==> src/rtl/hms_pkg.sv <==
// Shared widths, default moduli and direction type for the time-of-day counter.
package hms_pkg;

   localparam int unsigned SEC_W       = 6;
   localparam int unsigned MIN_W       = 6;
   localparam int unsigned SEC_MOD_DEF = 60;
   localparam int unsigned MIN_MOD_DEF = 60;
   localparam int unsigned HR_MOD_DEF  = 24;
   localparam int unsigned HR_W_DEF    = 5;

   typedef enum logic {
      DIR_UP   = 1'b0,
      DIR_DOWN = 1'b1
   } dir_e;

   // True when an hr_w-bit field can hold every value below hr_mod.
   function automatic logic hr_w_fits(input int unsigned hr_w, input int unsigned hr_mod);
      return (64'(1) << hr_w) >= 64'(hr_mod);
   endfunction

endpackage

==> src/rtl/mod_counter.sv <==
// One modulo-MOD up/down stage with load and a combinational carry/borrow.
module mod_counter
   import hms_pkg::*;
#(
   parameter int unsigned MOD = 60,
   parameter int unsigned W   = 6
) (
   input  logic         clk,
   input  logic         rst_n,
   input  logic         step,
   input  dir_e         dir,
   input  logic         load,
   input  logic [W-1:0] load_val,
   output logic [W-1:0] value,
   output logic         wrap_c
);

   // Widened by one bit so MOD == 2^W does not collapse to zero.
   localparam logic [W:0]   MOD_X = (W+1)'(MOD);
   localparam logic [W-1:0] MAX_V = W'(MOD - 1);

   logic [W-1:0] value_q, value_d;

   always_comb begin
      value_d = value_q;
      wrap_c  = 1'b0;
      if (load) begin
         value_d = load_val;
      end else if ({1'b0, value_q} >= MOD_X) begin
         value_d = '0;
      end else if (step) begin
         if (dir == DIR_UP) begin
            if (value_q == MAX_V) begin
               value_d = '0;
               wrap_c  = 1'b1;
            end else begin
               value_d = value_q + W'(1);
            end
         end else begin
            if (value_q == '0) begin
               value_d = MAX_V;
               wrap_c  = 1'b1;
            end else begin
               value_d = value_q - W'(1);
            end
         end
      end
   end

   always_ff @(posedge clk or negedge rst_n) begin
      if (!rst_n) value_q <= '0;
      else        value_q <= value_d;
   end

   assign value = value_q;

endmodule

==> src/rtl/hms_time_counter.sv <==
// Cascaded seconds/minutes/hours counter with range-checked load and wrap ticks.
module hms_time_counter
   import hms_pkg::*;
#(
   parameter int unsigned SEC_MOD = SEC_MOD_DEF,
   parameter int unsigned MIN_MOD = MIN_MOD_DEF,
   parameter int unsigned HR_MOD  = HR_MOD_DEF,
   parameter int unsigned HR_W    = HR_W_DEF
) (
   input  logic             clk,
   input  logic             rst_n,
   input  logic             enable,
   input  logic             count_down,
   input  logic             load,
   input  logic [SEC_W-1:0] load_sec,
   input  logic [MIN_W-1:0] load_min,
   input  logic [HR_W-1:0]  load_hr,
   output logic [SEC_W-1:0] seconds,
   output logic [MIN_W-1:0] minutes,
   output logic [HR_W-1:0]  hours,
   output logic             tick_minute,
   output logic             tick_hour,
   output logic             tick_day,
   output logic             load_err
);

   if (!hr_w_fits(HR_W, HR_MOD)) begin : g_hr_w_check
      $error("HR_W too narrow for HR_MOD");
   end

   logic load_ok_c, step_c;
   logic sec_wrap_c, min_wrap_c, hr_wrap_c;
   dir_e dir_c;
   logic tick_minute_q, tick_hour_q, tick_day_q, load_err_q;
   logic tick_minute_d, tick_hour_d, tick_day_d, load_err_d;

   // Any load request, accepted or not, suppresses the enable step.
   always_comb begin
      load_ok_c = load
                  && ({1'b0, load_sec} < (SEC_W+1)'(SEC_MOD))
                  && ({1'b0, load_min} < (MIN_W+1)'(MIN_MOD))
                  && ({1'b0, load_hr}  < (HR_W+1)'(HR_MOD));
      step_c    = enable && !load;
      dir_c     = dir_e'(count_down);
   end

   mod_counter #(.MOD(SEC_MOD), .W(SEC_W)) u_sec (
      .clk(clk), .rst_n(rst_n), .step(step_c), .dir(dir_c),
      .load(load_ok_c), .load_val(load_sec), .value(seconds), .wrap_c(sec_wrap_c)
   );

   mod_counter #(.MOD(MIN_MOD), .W(MIN_W)) u_min (
      .clk(clk), .rst_n(rst_n), .step(sec_wrap_c), .dir(dir_c),
      .load(load_ok_c), .load_val(load_min), .value(minutes), .wrap_c(min_wrap_c)
   );

   mod_counter #(.MOD(HR_MOD), .W(HR_W)) u_hr (
      .clk(clk), .rst_n(rst_n), .step(min_wrap_c), .dir(dir_c),
      .load(load_ok_c), .load_val(load_hr), .value(hours), .wrap_c(hr_wrap_c)
   );

   always_comb begin
      tick_minute_d = sec_wrap_c;
      tick_hour_d   = min_wrap_c;
      tick_day_d    = hr_wrap_c;
      load_err_d    = load && !load_ok_c;
   end

   always_ff @(posedge clk or negedge rst_n) begin
      if (!rst_n) begin
         tick_minute_q <= 1'b0;
         tick_hour_q   <= 1'b0;
         tick_day_q    <= 1'b0;
         load_err_q    <= 1'b0;
      end else begin
         tick_minute_q <= tick_minute_d;
         tick_hour_q   <= tick_hour_d;
         tick_day_q    <= tick_day_d;
         load_err_q    <= load_err_d;
      end
   end

   assign tick_minute = tick_minute_q;
   assign tick_hour   = tick_hour_q;
   assign tick_day    = tick_day_q;
   assign load_err    = load_err_q;

endmodule
==> config.mk <==
export PLATFORM = sky130hd
export DESIGN_NAME = hms_time_counter
export DESIGN_NICKNAME = d
export VERILOG_FILES = /design/src/rtl/hms_pkg.sv /design/src/rtl/mod_counter.sv /design/src/rtl/hms_time_counter.sv
export SDC_FILE = /design/constraint.sdc
export NUM_CORES = 1
export LEC_CHECK = 0
export ABC_AREA = 1
export CAP_MARGIN = 25
export CORE_AREA = 2 2 66 68
export DETAILED_ROUTE_END_ITERATION = 7
export DIE_AREA = 0 0 68 70
export PLACE_DENSITY = 0.74
export SYNTH_ARGS = -nofsm -noshare
export SYNTH_HDL_FRONTEND = slang
export SYNTH_SLANG_ARGS = --single-unit
==> constraint.sdc <==
create_clock -name clk -period 1.8 [get_ports clk]
set_input_delay 0.36 -clock clk [delete_from_list [all_inputs] [get_ports clk]]
set_output_delay 0.36 -clock clk [all_outputs]
set_load 0.01 [all_outputs]
# ---- Word level (Yosys, flattened, before mapping)
# Cells that the tools add are included.
dict set report word_totals {
  regBits 21
  inputBits 22
  output_inout_bits 21
  wordCells 71
}
dict set report op_classes {
  addsub 6
  n_lt_le_gt_ge 6
  eq_ne 3
  mux 36
  n_reduce_logical 13
}
# op n
set op_table {}
lappend op_table {{$mux W6} 12}
lappend op_table {{$mux W5} 6}
lappend op_table {{$mux W1} 18}
lappend op_table {{$add A6 B1 Y6 const B} 2}
lappend op_table {{$eq A6 B6 Y1 const B} 2}
lappend op_table {{$ge A6 B6 Y1 const B} 2}
lappend op_table {{$logic_not A6 Y1} 2}
lappend op_table {{$lt A6 B6 Y1 const B} 2}
lappend op_table {{$sub A6 B1 Y6 const B} 2}
lappend op_table {{$reduce_bool A3 Y1} 3}
lappend op_table {{$add A5 B1 Y5 const B} 1}
lappend op_table {{$eq A5 B5 Y1 const B} 1}
lappend op_table {{$ge A5 B5 Y1 const B} 1}
lappend op_table {{$logic_and A1 B1 Y1} 5}
lappend op_table {{$logic_not A5 Y1} 1}
lappend op_table {{$lt A5 B5 Y1 const B} 1}
lappend op_table {{$sub A5 B1 Y5 const B} 1}
lappend op_table {{$logic_not A1 Y1} 2}

# ---- Logic depth before layout (Yosys ltp)
# Gate-level depths: netlist of the first run.
dict set report depth {
  depth_word 12
  ltp_mapped 11
  depth_no_buf 11
}

# ---- Cells and area by module
# From an unflattened synthesis of the first run, not the netlist that was laid out.
dict set report unflattened {
  hier_cells 303
  hier_area_um2 2023.2
}
# mod instances cells_per_inst area_per_inst_um2 seq_area_each_um2
set modules_own_cells {}
lappend modules_own_cells {{mod_counter (u_min ...)} 2 103 678.2 150.1}
lappend modules_own_cells {{mod_counter (u_hr)} 1 81 515.5 125.1}
lappend modules_own_cells {hms_time_counter 1 16 151.4 100.1}

# ---- Worst setup path after synthesis of the first run
# OpenSTA, ideal clock, no wires.
dict set report synth_path {
  path_kind {register -> register}
  startpoint {register u_sec.value_q[0], in the netlist u_sec.value[0]}
  endpoint {register u_hr.value_q[0], in the netlist u_hr.value[0]}
  setup_time_ns 0.117
  arrival_time_ns 1.384
  required_time_ns 1.683
  slack_ns 0.299
  path_stages_with_launch 11
  n_path_buf 0
  synth_period_minus_slack_ns 1.501
  path_cell_list {dfrtp_1 inv_1 ha_1 nand3_1 nand2_2 nand3_4 clkinv_2 nand2_4 nand2_4 nand2_1 nand2_1}
}
dict set report synth_via {
  elab_chain_len 10
  word_cells_on_any_way 13
  classes_between {order compare (1); eq/ne (1); mux (9); reduce/logical (2)}
}
# item line_no
set synth_lines {}
lappend synth_lines {{start, declared} mod_counter.sv:22} ;# logic [W-1:0] value_q, value_d;
lappend synth_lines {{start signal, assigned} mod_counter.sv:52} ;# else value_q <= value_d;
lappend synth_lines {{$eq A6 B6 Y1 / $logic_not A6 Y1 (equally long branches)} {mod_counter.sv:33, mod_counter.sv:40}}
lappend synth_lines {{$mux W1, on equally long branches} {mod_counter.sv:33, mod_counter.sv:40}}
lappend synth_lines {{$mux W1} mod_counter.sv:32} ;# if (dir == DIR_UP) begin
lappend synth_lines {{$mux W1} mod_counter.sv:31} ;# end else if (step) begin
lappend synth_lines {{$mux W1 *} mod_counter.sv:29} ;# end else if ({1'b0, value_q} >= MOD_X) begin
lappend synth_lines {{$mux W1 *} mod_counter.sv:27} ;# if (load) begin
lappend synth_lines {{net sec_wrap_c} hms_time_counter.sv:32} ;# logic sec_wrap_c, min_wrap_c, hr_wrap_c;
lappend synth_lines {{$mux W1 *} mod_counter.sv:31}
lappend synth_lines {{$mux W1 *} mod_counter.sv:29}
lappend synth_lines {{$mux W1 *} mod_counter.sv:27}
lappend synth_lines {{$reduce_bool A3 Y1 (no line) *} -}
lappend synth_lines {{end signal, assigned} mod_counter.sv:52}
lappend synth_lines {{end, declared} mod_counter.sv:22}
# Mark *: on every way through the listed nets, which the timed path passes. The rest lies on a longest branch.
# A chain may end at the register's enable or synchronous reset.

# ---- Worst setup path after layout of the first run
dict set report layout_path {
  startpoint {register u_min.value_q[2], in the netlist u_min.value[2]}
  endpoint {output minutes[2]}
}
# item line_no
set layout_lines {}
lappend layout_lines {{start, declared} mod_counter.sv:22}
lappend layout_lines {{start signal, assigned} mod_counter.sv:52}
lappend layout_lines {{end, declared} hms_time_counter.sv:19} ;# output logic [MIN_W-1:0] minutes,
# No word-level cell between the ends.

==> results.py, run 1 <==
metrics = {
    "global_route": {
        "grt_usage_pct": 22.9,
        "grt_pass1_vias": 1932,
        "grt_start_max_net_pins": 22,
        "grt_overflow": 0,
        "grt_pass1_wl_um": 8630,
        "antenna_found_initial": 0,
    },
    "finish": {
        "n_antenna_cell": 0,
        "drive_above_1_share_pct": 12.6,
        "fin_nets": 404,
        "utilization_pct": 62.5,
        "layoutNonFillerInstCount": 426,
        "area_growth_pct": 29.5,
    },
    "cts": {
        "postCtsHoldBufs": 0,
        "cts_tree": "yes",
        "cts_sinks": 21,
        "cts_resized": 2,
        "clk_latency_ns": 0.27,
        "clockBufferDepth": 2,
        "cts_root_buf": "clkbuf_8",
        "clk_pin_slew_ns": 0.09,
        "postCtsSetupRepairBufs": 0,
        "htreeDepth": 1,
        "cts_buffers": 3,
    },
    "critical_path": {
        "cp_top_family": "buffers and inverters",
        "path_max_fanout": 9,
        "critPathBufInv": 1,
        "slowest_stage": "clkdlybuf4s50_1",
        "worstPathArrival_ns": 1.38,
        "crit_start": "u_min.value[2]",
        "slowest_delay_ns": 0.60,
        "cp.required_ns": 1.44,
        "critPathLaunchType": "register",
        "reg2reg_depth": 8,
        "path_cells": "clkdlybuf4s50_1",
        "endpoint": "minutes[2]",
        "path_depth": 1,
        "worstSetupEndpointType": "output pin",
        "worstSetupPathType": "register to output pin",
        "r2r-end": "u_min.value[3]",
        "rrSetupSlack_ns": 0.15,
        "r2r-start": "u_min.value[0]",
    },
    "timing": {
        "hold_viol": 0,
        "period_minus_slack_ns": 1.74,
        "rsz0062_at_grt": "false",
        "finalSetupViolCount": 0,
        "skew_ns": 0.00738,
        "worstMarginPinSlew_ns": 0.298,
        "setup_ws_ns": 0.0608,
        "relSlewSlack_pct": 80.2,
        "fin_crit_sh_pct": 96.6,
        "fmax_ghz": 0.575,
        "tns_ns": 0,
        "drv_slew": 0,
    },
    "placement": {
        "dp_slack_ns": -0.0461,
        "port_buffers": 42,
        "place_hpwl_um": 3960,
        "gp_congestion": 0.944,
        "place_inst": 422,
    },
    "detailed_routing": {
        "drt_iter0_drc": 107,
        "antenna_left": 0,
        "viasPerCell": 5.05,
        "drt-met1-wl_um": 2330,
        "routed_wl_um": 5180,
        "drc": 0,
        "wire_per_inst_um": 12.2,
        "wl_met2_um": 2540,
        "dr.pass1.iters": 4,
        "highest_layer": "met4",
        "wl_met3_um": 246,
        "vias": 2152,
    },
    "die": {
        "rows": 24,
        "io_pins": 43,
        "die_area_um2": 4760,
        "dieWidth_um": 68,
        "die_h_um": 70,
        "start_util_pct": 48.3,
        "core-area_um2": 4140,
    },
    "power": {
        "leakage_nw": 1.38,
        "p_total_w": 0.00369,
        "vdd_ir_drop_max_v": 0.000833,
        "power_density_nw_per_um2": 1420,
    },
    "synthesis": {
        "syn_area_per_cell_um2": 6.19,
        "synth_largest_area_cell": "dfrtp_1",
        "synthDistinctLibCells": 27,
        "yosysWarnings": 0,
        "seq_area_frac_synth_pct": 26.3,
        "ys_ff_latch": 21,
        "synth_area_leaders": "dfrtp_1, nand2_1, nand3_1, inv_1, nor2_1",
        "synth_top_area_share_pct": 26.3,
        "synthesis.nets": 352,
        "syn_inst": 323,
        "synth_area_um2": 2000,
    },
    "hold_path": {
        "hold_path.class": "input port to asynchronous set/reset pin",
    },
    "run_status": {
        "status": "completed",
    },
    "run": {
        "timing.max_cap.violations": 0,
    },
}
## through the flow
| step | hold WS, ns | area [um2] |
|---|---|---|
| floorplan | 0.0644 | 2000 |
| global placement | 0.587 | 2530 |
| detailed placement | 0.603 | 2530 |
| CTS | 0.462 | 2580 |
| global route | 0.483 | 2590 |
| finish | 0.440 | 2590 |
## sequential cells by signal, summed over array words and instances, names as in the netlist
| register | flops |
|---|---|
| load_err | 1 |
| tick_day | 1 |
| tick_hour | 1 |
| tick_minute | 1 |
| u_hr.value | 5 |
| u_min.value | 6 |
| u_sec.value | 6 |
## Yosys cell counts
master / number
nand3_4: 1
xnor2_1: 3
buf_4: 4
nor2_1: 31
a21o_1: 1
nand3_1: 35
inv_2: 4
dfrtp_1: 21
ha_1: 7
nand3_2: 3
o21bai_4: 1
nand2_4: 2
inv_1: 33
nor2_2: 3
nand4_1: 4
buf_2: 4
a31oi_1: 1
xor2_1: 5
clkinv_2: 1
buf_6: 4
nand2_1: 122
nand3b_1: 3
a21oi_1: 10
nand2_2: 3
o21ai_1: 1
o21ai_0: 15
nor2_4: 1
## report_power, final
part	internal (W)	leakage, nW	switching, W	total (W)
clock	0.000155	0.0255	0.000168	0.000323
combinational	0.00108	1.10	0.00119	0.00227
sequential	0.000673	0.252	0.000424	0.00110
## metal layers
layer	global-route usage (%)	vias up
met5	0	-
li1	-	1118
met4	4.00	0
met3	2.25	9
met1	31.1	959
met2	39.1	66
## cell type report
cell class              instances  area [um2]
repair buffers                 59         561
inverters                      38         144
multi-input cells             252        1240
well taps                      52        65.1
flip-flops and latches         21         533
clock buffers                   3        41.3
fillers                       407        1550
clock inverters                 1        5.00
## cells by family after synthesis
kind of cell / after synthesis / share of synthesized area, %
AOI/OAI and AO/OA: 29 / 8.13
xor gates and xnor gates: 8 / 3.50
adders and majority gates: 7 / 4.38
buffers and inverters: 50 / 11.9
DFF: 21 / 26.3
and+or+nand+nor: 208 / 45.8
## worst min path at each step
stage	start	endpoint	slack (ns)	cells past startpoint
after floorplan	rst_n	load_err	0.06	0
after global placement	u_min.value[0]	u_min.value[0]	0.59	2
after detailed placement	u_sec.value[0]	u_sec.value[0]	0.60	2
after CTS	rst_n	u_sec.value[0]	0.46	2
after global routing	rst_n	u_sec.value[0]	0.48	2
final	rst_n	u_sec.value[0]	0.44	2
## layout by cell type, fill, tap and decap left out
master	synthesis	layout
nand2_2	3	3
dfrtp_1	21	15
nand4_1	4	4
nand3_4	1	1
nand3_2	3	4
clkbuf_8	0	3
a21o_1	1	1
inv_1	33	33
nand2_4	2	2
dfrtp_2	0	6
buf_12	0	1
nor2_1	31	31
a21oi_1	10	10
ha_1	7	7
o21ai_1	1	1
xnor2_1	3	3
nor2_4	1	1
clkinv_2	1	2
o21ai_0	15	15
xor2_1	5	5
a31oi_1	1	1
buf_4	4	16
nand3b_1	3	3
nand3_1	35	34
nor2_2	3	3
o21bai_4	1	1
inv_2	4	4
nand2_1	122	122
clkdlybuf4s50_1	0	42
(Power assumes the default switching activity.)
==> run 2, diff against run 1 <==
Settings changed: CORE_AREA 2 2 66 68 to 3 3 67 69, DIE_AREA 0 0 68 70 to 0 0 70 72.
==> results.py, run 2 (same netlist as run 1, synthesis figures left out) <==
metrics = {
    "detailed_routing": {
        "drc": 0,
        "drt_iter0_drc": 127,
        "viasPerCell": 5.20,
        "routed_wl_um": 5420,
        "vias": 2211,
        "dr.pass1.iters": 4,
        "antenna_left": 0,
        "wire_per_inst_um": 12.8,
    },
    "cts": {
        "clk_pin_slew_ns": 0.09,
        "cts_buffers": 3,
        "clk_latency_ns": 0.27,
        "htreeDepth": 1,
        "cts_root_buf": "clkbuf_8",
        "cts_tree": "yes",
        "clockBufferDepth": 2,
        "postCtsHoldBufs": 0,
        "postCtsSetupRepairBufs": 0,
        "cts_sinks": 21,
    },
    "global_route": {
        "antenna_found_initial": 0,
        "grt_start_max_net_pins": 22,
        "grt_pass1_wl_um": 9040,
        "grt_pass1_vias": 2067,
        "grt_overflow": 0,
        "grt_usage_pct": 21.7,
    },
    "die": {
        "dieWidth_um": 70,
        "io_pins": 43,
        "start_util_pct": 50.4,
        "die_h_um": 72,
        "rows": 23,
        "die_area_um2": 5040,
        "core-area_um2": 3970,
    },
    "finish": {
        "n_antenna_cell": 0,
        "drive_above_1_share_pct": 13.9,
        "final_common_cell": "nand2_1",
        "area_growth_pct": 29.5,
        "final_cell_mix": "nand2_1, clkdlybuf4s50_1, nand3_1",
        "fin_nets": 405,
    },
    "timing": {
        "relSlewSlack_pct": 80.4,
        "setup_ws_ns": 0.0750,
        "drv_slew": 0,
        "period_minus_slack_ns": 1.72,
        "worstMarginPinSlew_ns": 0.293,
        "tns_ns": 0,
        "fmax_ghz": 0.580,
        "hold_viol": 0,
        "fin_crit_sh_pct": 95.8,
        "skew_ns": 0.00932,
        "rsz0062_at_grt": "false",
        "finalSetupViolCount": 0,
    },
    "placement": {
        "port_buffers": 42,
        "gp_congestion": 0.928,
        "place_hpwl_um": 4140,
        "dp_slack_ns": -0.0981,
    },
    "critical_path": {
        "cp.required_ns": 1.44,
        "path_cells": "clkdlybuf4s50_1",
        "rrSetupSlack_ns": 0.14,
        "r2r-start": "u_min.value[0]",
        "reg2reg_depth": 8,
        "worstPathArrival_ns": 1.36,
        "slowest_stage": "clkdlybuf4s50_1",
        "cp_top_family": "buffers and inverters",
        "slowest_delay_ns": 0.58,
        "worstSetupPathType": "register to output pin",
        "worstSetupEndpointType": "output pin",
        "critPathLaunchType": "register",
        "r2r-end": "u_min.value[3]",
        "critPathBufInv": 1,
        "path_max_fanout": 9,
    },
    "power": {
        "vdd_ir_drop_max_v": 0.000829,
        "leakage_nw": 1.37,
        "power_density_nw_per_um2": 1430,
    },
    "run_status": {
        "status": "completed",
    },
    "run": {
        "timing.max_cap.violations": 0,
    },
    "hold_path": {
        "hold_path.class": "input port to asynchronous set/reset pin",
    },
}
==> run 2: cell type report <==
class	count	area (um2)
inverters	38	144
clock inverters	1	7.51
fillers	380	1380
multi-input cells	252	1240
clock buffers	3	41.3
well taps	50	62.6
repair buffers	60	556
flip-flops and latches	21	536
==> run 2: worst max path at each step <==
stage                           to  depth (start not counted)  slack (ns)      startpoint
floorplan            u_hr.value[0]                         10        0.30  u_sec.value[0]
CTS                     minutes[2]                          1        0.03  u_min.value[2]
global route              hours[3]                          1        0.02   u_hr.value[3]
detailed placement  u_min.value[3]                          9        -0.1     load_min[5]
global placement    u_min.value[5]                          9       -0.05     load_min[5]
finish                  seconds[2]                          1        0.08  u_sec.value[2]
==> run 2: per-stage QoR <==
step	utilization (%)	hold slack, ns	area, um2	std cells	power (W)
after CTS	64.9	0.446	2580	425	0.00369
after detailed placement	63.5	0.585	2520	421	0.00333
after global routing	65.2	0.462	2590	425	0.00407
after global placement	63.5	0.587	2520	421	0.00329
final	65.2	0.433	2590	425	0.00371
after floorplan	-	0.0644	2000	323	0.00258
==> run 2: report_power, final <==
part	total, W	switching, W	internal (W)	leakage [nW]
sequential	0.00110	0.000427	0.000677	0.250
combinational	0.00227	0.00121	0.00107	1.10
clock	0.000335	0.000178	0.000157	0.0217
total	0.00371	0.00181	0.00190	1.37
==> run 2: timing repair <==
action                     4_1_cts  5_1_grt
pin swaps                        0        0
cloned                           0        0
setup endpoints to repair        4        9
resized for setup                4        7
==> run 2: layer usage <==
metal,track usage (%),wire length (um),up-vias
met1,26.9,2330,1007
met2,38.5,2680,77
met4,6.81,87,0
li1,-,-,1117
met5,0,0,-
met3,4.02,317,10
